**config.mk**
```make
export PLATFORM = sky130hd
export DESIGN_NAME = csi2_tx_frame_arbiter
export DESIGN_NICKNAME = d
export VERILOG_FILES = /design/src/rtl/csi2_tx_frame_arbiter.sv
export SDC_FILE = /design/constraint.sdc
export NUM_CORES = 1
export LEC_CHECK = 0
export CAP_MARGIN = 0
export CORE_MARGIN = 2
export CORE_UTILIZATION = 40
export DETAILED_ROUTE_END_ITERATION = 10
export SLEW_MARGIN = 5
export SYNTH_ARGS = -nofsm -noshare
export SYNTH_HDL_FRONTEND = slang
export SYNTH_SLANG_ARGS = --single-unit
```
**constraint.sdc**
```tcl
create_clock -name clk -period 2.97 [get_ports clk]
set_clock_uncertainty 0.1 [all_clocks]
set_input_delay 0.594 -clock clk [delete_from_list [all_inputs] [get_ports clk]]
set_output_delay 0.594 -clock clk [all_outputs]
set_load 0.03 [all_outputs]
```
**src/rtl/csi2_tx_frame_arbiter.sv**
```systemverilog
// Frame-granular round-robin arbiter sharing one CSI-2 TX pipeline among NUM_REQ requesters.
// Grants one frame at a time, enforces an inter-frame gap and a RUN watchdog.
module csi2_tx_frame_arbiter #(
  parameter int NUM_REQ        = 4,
  parameter int VC_WIDTH       = 2,
  parameter int GAP_CYCLES     = 16,
  parameter int TIMEOUT_CYCLES = 65535
) (
  input  logic                         clk,
  input  logic                         rst,
  input  logic [NUM_REQ-1:0]           req,
  input  logic [NUM_REQ*VC_WIDTH-1:0]  req_vc,
  output logic [NUM_REQ-1:0]           grant,
  output logic [NUM_REQ-1:0]           ack,
  output logic [NUM_REQ-1:0]           err_timeout,
  output logic                         frame_start,
  output logic [VC_WIDTH-1:0]          frame_vc,
  output logic                         frame_abort,
  input  logic                         frame_active,
  input  logic                         frame_done,
  output logic                         busy,
  output logic                         spurious_done,
  output logic [1:0]                   state_dbg
);

  localparam int PTR_W = $clog2(NUM_REQ);
  localparam int WD_W  = (TIMEOUT_CYCLES > 0) ? $clog2(TIMEOUT_CYCLES + 1) : 1;
  localparam int GAP_W = (GAP_CYCLES > 0) ? $clog2(GAP_CYCLES + 1) : 1;

  typedef enum logic [1:0] {
    S_IDLE  = 2'd0,
    S_START = 2'd1,
    S_RUN   = 2'd2,
    S_GAP   = 2'd3
  } state_t;

  state_t               state, state_d, after_frame;
  logic [PTR_W-1:0]     rr_ptr, rr_d, winner;
  logic                 found;
  logic [NUM_REQ-1:0]   grant_d, ack_d, err_d;
  logic [VC_WIDTH-1:0]  vc_d;
  logic                 start_d, abort_d;
  logic [WD_W-1:0]      wd_cnt, wd_d;
  logic [GAP_W-1:0]     gap_cnt, gap_d;
  logic                 timeout_hit, gap_last;

  // The datapath's streaming flag is informational; nothing here depends on it.
  logic unused_frame_active;
  assign unused_frame_active = frame_active;

  assign after_frame = (GAP_CYCLES == 0) ? S_IDLE : S_GAP;
  assign timeout_hit = (TIMEOUT_CYCLES != 0) && (wd_cnt == WD_W'(TIMEOUT_CYCLES - 1));
  assign gap_last    = (gap_cnt == GAP_W'(GAP_CYCLES - 1));
  assign busy        = (state != S_IDLE);
  assign state_dbg   = state;

  // Rotating priority search starting at rr_ptr, wrapping around.
  always_comb begin
    found  = 1'b0;
    winner = '0;
    for (int k = 0; k < NUM_REQ; k++) begin
      if (!found && req[(int'(rr_ptr) + k) % NUM_REQ]) begin
        found  = 1'b1;
        winner = PTR_W'((int'(rr_ptr) + k) % NUM_REQ);
      end
    end
  end

  always_comb begin
    state_d = state;
    grant_d = grant;
    vc_d    = frame_vc;
    rr_d    = rr_ptr;
    start_d = 1'b0;
    ack_d   = '0;
    err_d   = '0;
    abort_d = 1'b0;
    wd_d    = wd_cnt;
    gap_d   = gap_cnt;
    case (state)
      S_IDLE: begin
        if (found) begin
          state_d = S_START;
          grant_d = NUM_REQ'(1) << winner;
          vc_d    = req_vc[int'(winner)*VC_WIDTH +: VC_WIDTH];
          rr_d    = PTR_W'((int'(winner) + 1) % NUM_REQ);
          start_d = 1'b1;
        end
      end
      S_START: begin
        state_d = S_RUN;
        wd_d    = '0;
      end
      S_RUN: begin
        // frame_done takes priority over a watchdog expiry in the same cycle.
        if (frame_done) begin
          ack_d   = grant;
          grant_d = '0;
          gap_d   = '0;
          state_d = after_frame;
        end else if (timeout_hit) begin
          err_d   = grant;
          abort_d = 1'b1;
          grant_d = '0;
          gap_d   = '0;
          state_d = after_frame;
        end else begin
          wd_d = wd_cnt + WD_W'(1);
        end
      end
      S_GAP: begin
        if (gap_last) state_d = S_IDLE;
        else          gap_d   = gap_cnt + GAP_W'(1);
      end
      default: state_d = S_IDLE;
    endcase
  end

  always_ff @(posedge clk) begin
    if (rst) state <= S_IDLE;
    else     state <= state_d;
  end

  always_ff @(posedge clk) begin
    if (rst) begin
      grant         <= '0;
      frame_vc      <= '0;
      rr_ptr        <= '0;
      frame_start   <= 1'b0;
      ack           <= '0;
      err_timeout   <= '0;
      frame_abort   <= 1'b0;
      wd_cnt        <= '0;
      gap_cnt       <= '0;
      spurious_done <= 1'b0;
    end else begin
      grant       <= grant_d;
      frame_vc    <= vc_d;
      rr_ptr      <= rr_d;
      frame_start <= start_d;
      ack         <= ack_d;
      err_timeout <= err_d;
      frame_abort <= abort_d;
      wd_cnt      <= wd_d;
      gap_cnt     <= gap_d;
      if (frame_done && state != S_RUN) spurious_done <= 1'b1;
    end
  end

endmodule
```
* Yosys cells after proc, flatten, opt, wreduce, memory -nomap -nowiden
Cells that the tools add are included.
Word-level totals: register bits 42, input port bits 16, word-level logic and storage cells 103
Cells by class: add/subtract/negate cells 6, $lt $le $gt $ge 4, eq/ne operators 12, shift operators 2, mux-type cells 37, bitwise logic cells 7, reduce and logical (&&, ||, !) cells 24
Operators by type and width (count):
- 16-bit two-way mux | 2
- 16-bit case mux with 2 select lines | 1
- 16-bit by 1-bit adder with 16-bit output, second input constant | 1
- 16-bit equality test, second input constant | 1
- 2-bit two-way mux | 8
- 5-bit two-way mux | 3
- 1-bit two-way mux | 13
- 3-bit by 4-bit < comparator with 1-bit output, second input constant | 3
- 4-bit two-way mux | 3
- 2-bit != test, second input constant | 6
- 3-bit AND reduction | 4
- 5-bit case mux with 2 select lines | 1
- 1-bit binary-select mux with 2-bit select | 4
- 2-bit case mux with 4 select lines | 1
- 4-bit case mux with 2 select lines | 1
- 2-bit nonzero test | 4
- 2-bit OR reduction | 4
- 8-bit by 4-bit variable part select with 2-bit output | 1
- 3-bit OR reduction | 2
- 5-bit by 1-bit adder with 5-bit output, second input constant | 1
- 5-bit by 4-bit equality test with 1-bit output, second input constant | 1
- 2-bit by 1-bit adder with 2-bit output, second input constant | 2
- 2-bit adder, second input constant | 2
- 2-bit equality test, second input constant | 2
- 11 further kinds | 21

* Depth between registers and ports, before layout
depth in word-level cells 17, depth in mapped cells 9, mapped depth without buffers 8

* Least setup slack after synthesis
OpenSTA, ideal clock, no wires.
path kind reg-to-reg, start register state[0] (netlist: state_dbg[0]), end register wd_cnt[12], arrival 2.031 ns, required time 2.751 ns, slack 0.720 ns, cell stages (with the launch flop) 9, path buffers 1, clock period less this slack 2.250 ns, cell sequence dfxtp_1 inv_1 ha_1 buf_6 nand2_1 nand4_1 a2111oi_0 xnor2_1 nor2_1
Between the ends: cells in the longest elaborated chain, start to end 3, elaborated cells between the ends (all ways) 7, classes of those cells eq/ne (4); mux (1); reduce/logical (2)
Ends and longest elaborated chain:
- start, declared | RTL line 37 | state_t state, state_d, after_frame;
- start signal, assigned | RTL line 121 | else state <= state_d;
- 2-bit equality test or 2-bit by 1-bit equality test with 1-bit output (tied branches) | RTL line 80 | case (state)
- 2-bit != test (no source line) or 2-bit nonzero test (tied branches)
- 3-bit AND reduction (no source line)
- end signal, assigned | RTL line 144 | wd_cnt <= wd_d;
- end, declared | RTL line 43 | logic [WD_W-1:0] wd_cnt, wd_d;
Parallel ways exist; a longest one is shown, timed or not. A chain may end at the register's enable or synchronous reset.

* Worst setup path after layout
start register state[1] (netlist: state_dbg[1]), end output busy
Between the ends: cells in the longest elaborated chain, start to end 1
Ends and longest elaborated chain:
- 2-bit nonzero test | RTL line 54 | assign busy = (state != S_IDLE);
- end, declared | RTL line 21 | output logic busy,
Every way passes these cells.

==> results.sh <==
export IMPL_finalCriticalPeriod_ns=2.500
export IMPL_ys_seq_elements=42
export IMPL_cts_root_to_sink_buffers=2
export IMPL_critPathLaunchType="flip-flop"
export IMPL_gp_congestion=0.7670
export IMPL_overflow=0
export IMPL_path_class="reg -> out"
export IMPL_cp_top_family="buffers and inverters"
export IMPL_grt_max_degree=19
export IMPL_drtIter0Drc=54
export IMPL_hold_path_class="reg -> reg"
export IMPL_layout_drive_gt1_share=0.1189
export IMPL_p_leak_nw=0.9912
export IMPL_worst_path_buf_inv=3
export IMPL_fin_crit_sh=0.8418
export IMPL_synthToLayoutAreaGrowth_pct=22.30
export IMPL_worstMarginPinSlew_ns=0.6922
export IMPL_finalMaxSlewViolations=0
export IMPL_dp_hpwl_um=3438
export IMPL_async_flop_share=0
export IMPL_cts_resized=0
export IMPL_post_cts_buffers=0
export IMPL_crit_chain="inv_1 > ha_1 > inv_1 > clkdlybuf4s50_1"
export IMPL_rsz0062_at_grt="false"
export IMPL_die_x_um=78.54
export IMPL_antenna_found_initial=0
export IMPL_place_inst=350
export IMPL_final_cells=358
export IMPL_drt_pass1_iter_count=4
export IMPL_cts_made_buffers=5
export IMPL_mostFrequentLayoutCells="42 x dfxtp_1, 34 x clkdlybuf4s50_1, 20 x nor2_1"
export IMPL_layout_commonest_cell="dfxtp_1"
export IMPL_vias=1844
export IMPL_die_area_um2=6168
export IMPL_wl_um=4642
export IMPL_worst_path_max_fanout=6
export IMPL_p_total_w=0.001852
export IMPL_htreeDepth=2
export IMPL_status="finished, final reports clean"
export IMPL_synthFlopType="dfxtp_1"
export IMPL_sw_frac_of_total=0.4096
export IMPL_nNetsFinal=313
export IMPL_ys_warn_count=0
export IMPL_post_synth_num_cell_types=56
export IMPL_synth_fp_nets=276
export IMPL_track_usage=0.1644
export IMPL_rows=27
export IMPL_grt_pass1_vias=1712
export IMPL_clk_latency_ns=0.30
export IMPL_crit_arrival_ns=1.81
export IMPL_comb_power_share=0.429
export IMPL_ioPinCount=36
export IMPL_crit_required_ns=2.28
export IMPL_sequentialPowerShare=0.363
export IMPL_hold_ws_ns=0.3539
export IMPL_finalSetupViolCount=0
export IMPL_synth_edf_count=0
export IMPL_core_um2=5439
export IMPL_clock_sinks=42
export IMPL_rrSetupSlack_ns=0.65
export IMPL_post_synth_inst_count=248
export IMPL_critPathLaunch="state_dbg[1]"
export IMPL_netSwitchingPower_w=0.0007584
export IMPL_portBuffers=34
export IMPL_vdd_drop_max_mv=0.3941
export IMPL_endpoint_kind="primary output"
export IMPL_p_int_w=0.001093
export IMPL_synth_area_per_cell_um2=8.960
export IMPL_die_h_um=78.54
export IMPL_synth_area_um2=2222
export IMPL_power_frac_clock=0.208
export IMPL_drtAntennaViolNets=0
export IMPL_crit_slowest_cell="clkdlybuf4s50_1"
export IMPL_holdPathEnd="gap_cnt[4]"
export IMPL_via_per_inst=5.151
export IMPL_max_slew_margin=0.5371
export IMPL_reg2regPathDepth=7
export IMPL_rr_endpoint="wd_cnt[12]"
export IMPL_whs_path_depth=2
export IMPL_path_common_cell="inv_1"
export IMPL_cts_tree="built"
export IMPL_grt_first_pass_wirelength_um=8073
export IMPL_cts_clk_slew_worst_paths_ns=0.08
export IMPL_critPathMaxStageDelay_ns=0.67
export IMPL_drc=0
export IMPL_p_per_area_nw_per_um2=681.3
export IMPL_maxCapViolCount=0
export IMPL_cts_hold_buffers=0
export IMPL_root_buffer="clkbuf_8"
export IMPL_avgRoutedWirePerCell_um=12.97
export IMPL_num_antenna_cells=0
export IMPL_final_hold_violation_count=0
export IMPL_regToRegStartpoint="state_dbg[0]"
export IMPL_seq_area_frac_synth=0.3784
export IMPL_min_from="gap_cnt[4]"
export IMPL_fmax_mhz=400.0
export IMPL_start_util=0.4086
export IMPL_finalSetupTns_ns=0
==> worst max path at each step <==
| stage | end | slack, ns | cells after the start |
|---|---|---|---|
| final | busy | 0.47 | 4 |
| after global routing | busy | 0.38 | 4 |
| after CTS | busy | 0.44 | 4 |
| after detailed placement | wd_cnt[12] | 0.36 | 6 |
| after global placement | wd_cnt[12] | 0.38 | 6 |
| after floorplan | wd_cnt[12] | 0.72 | 8 |
==> kinds of logic after synthesis <==
family                     Yosys count  share of synthesized area
AOI/OAI and AO/OA                   58                     0.1830
xor gates and xnor gates             7                    0.02759
adders and majority gates           12                    0.06757
buffers and inverters               20                    0.04504
DFF                                 42                     0.3784
muxes                                7                    0.03210
and+or+nand+nor                    102                     0.2663
==> synth_stat cells, types with 5 or more instances <==
cell | instances | area share
a21oi_2 | 6 | 0.024
o31ai_1 | 5 | 0.017
nand2_1 | 19 | 0.032
a21oi_1 | 13 | 0.029
nand4_1 | 5 | 0.014
and2_1 | 9 | 0.025
o21ai_1 | 5 | 0.011
nand3_1 | 6 | 0.014
nor2_1 | 20 | 0.034
o21ai_0 | 9 | 0.020
ha_1 | 12 | 0.068
dfxtp_1 | 42 | 0.38
inv_1 | 13 | 0.022
mux2i_1 | 6 | 0.027
==> routing by layer <==
layer / wire length (um) / share of wire / GRT usage
met1: 2317 / 0.50 / 0.2258
met2: 2114 / 0.46 / 0.2573
met3: 143 / 0.031 / 0.03103
met4: 67 / 0.014 / 0.05789
met5: 0 / 0 / 0
==> area by class of cell <==
cell class / count / area (um2)
clock buffer: 5 / 68.82
fill: 542 / 2721
timing repair buffer: 37 / 362.8
sequential: 42 / 840.8
clock inverter: 3 / 25.02
inverter: 13 / 48.80
multi-input combinational: 186 / 1281
tap: 72 / 90.09
==> worst register-to-register path: cells and delay by family (launching register included) <==
kind            cells  cell delay, ns
compound gates      1            0.57
simple gates        3            0.54
fa+ha+maj           1            0.37
flops               1            0.36
xor+xnor            1            0.18
buf+inv             1            0.09
==> flip-flops by register name, summed over array words and instances (netlist names) <==
| signal | count |
|---|---|
| ack | 4 |
| err_timeout | 4 |
| frame_abort | 1 |
| frame_start | 1 |
| frame_vc | 2 |
| gap_cnt | 5 |
| grant | 4 |
| rr_ptr | 2 |
| spurious_done | 1 |
| state_dbg | 2 |
| wd_cnt | 16 |
==> power groups by stage <==
| stage | Combinational (W) | Clock (W) | Sequential [W] |
|---|---|---|---|
| floorplan | 0.000485 | 0 | 0.000768 |
| global placement | 0.000796 | 0 | 0.000686 |
| detailed placement | 0.000800 | 0 | 0.000687 |
| CTS | 0.000804 | 0.000398 | 0.000675 |
| global route | 0.000880 | 0.000419 | 0.000685 |
| finish | 0.000794 | 0.000385 | 0.000672 |
==> stage by stage <==
stage,cell area (um2),worst slack [ns],utilization
after floorplan,2222,0.7197,-
after global placement,2624,0.3824,0.4824
after detailed placement,2624,0.3592,0.4824
after CTS,2718,0.4396,0.4997
after global routing,2718,0.3792,0.4997
final,2718,0.4697,0.4997
No activity file was read; power rests on OpenSTA's default activity.
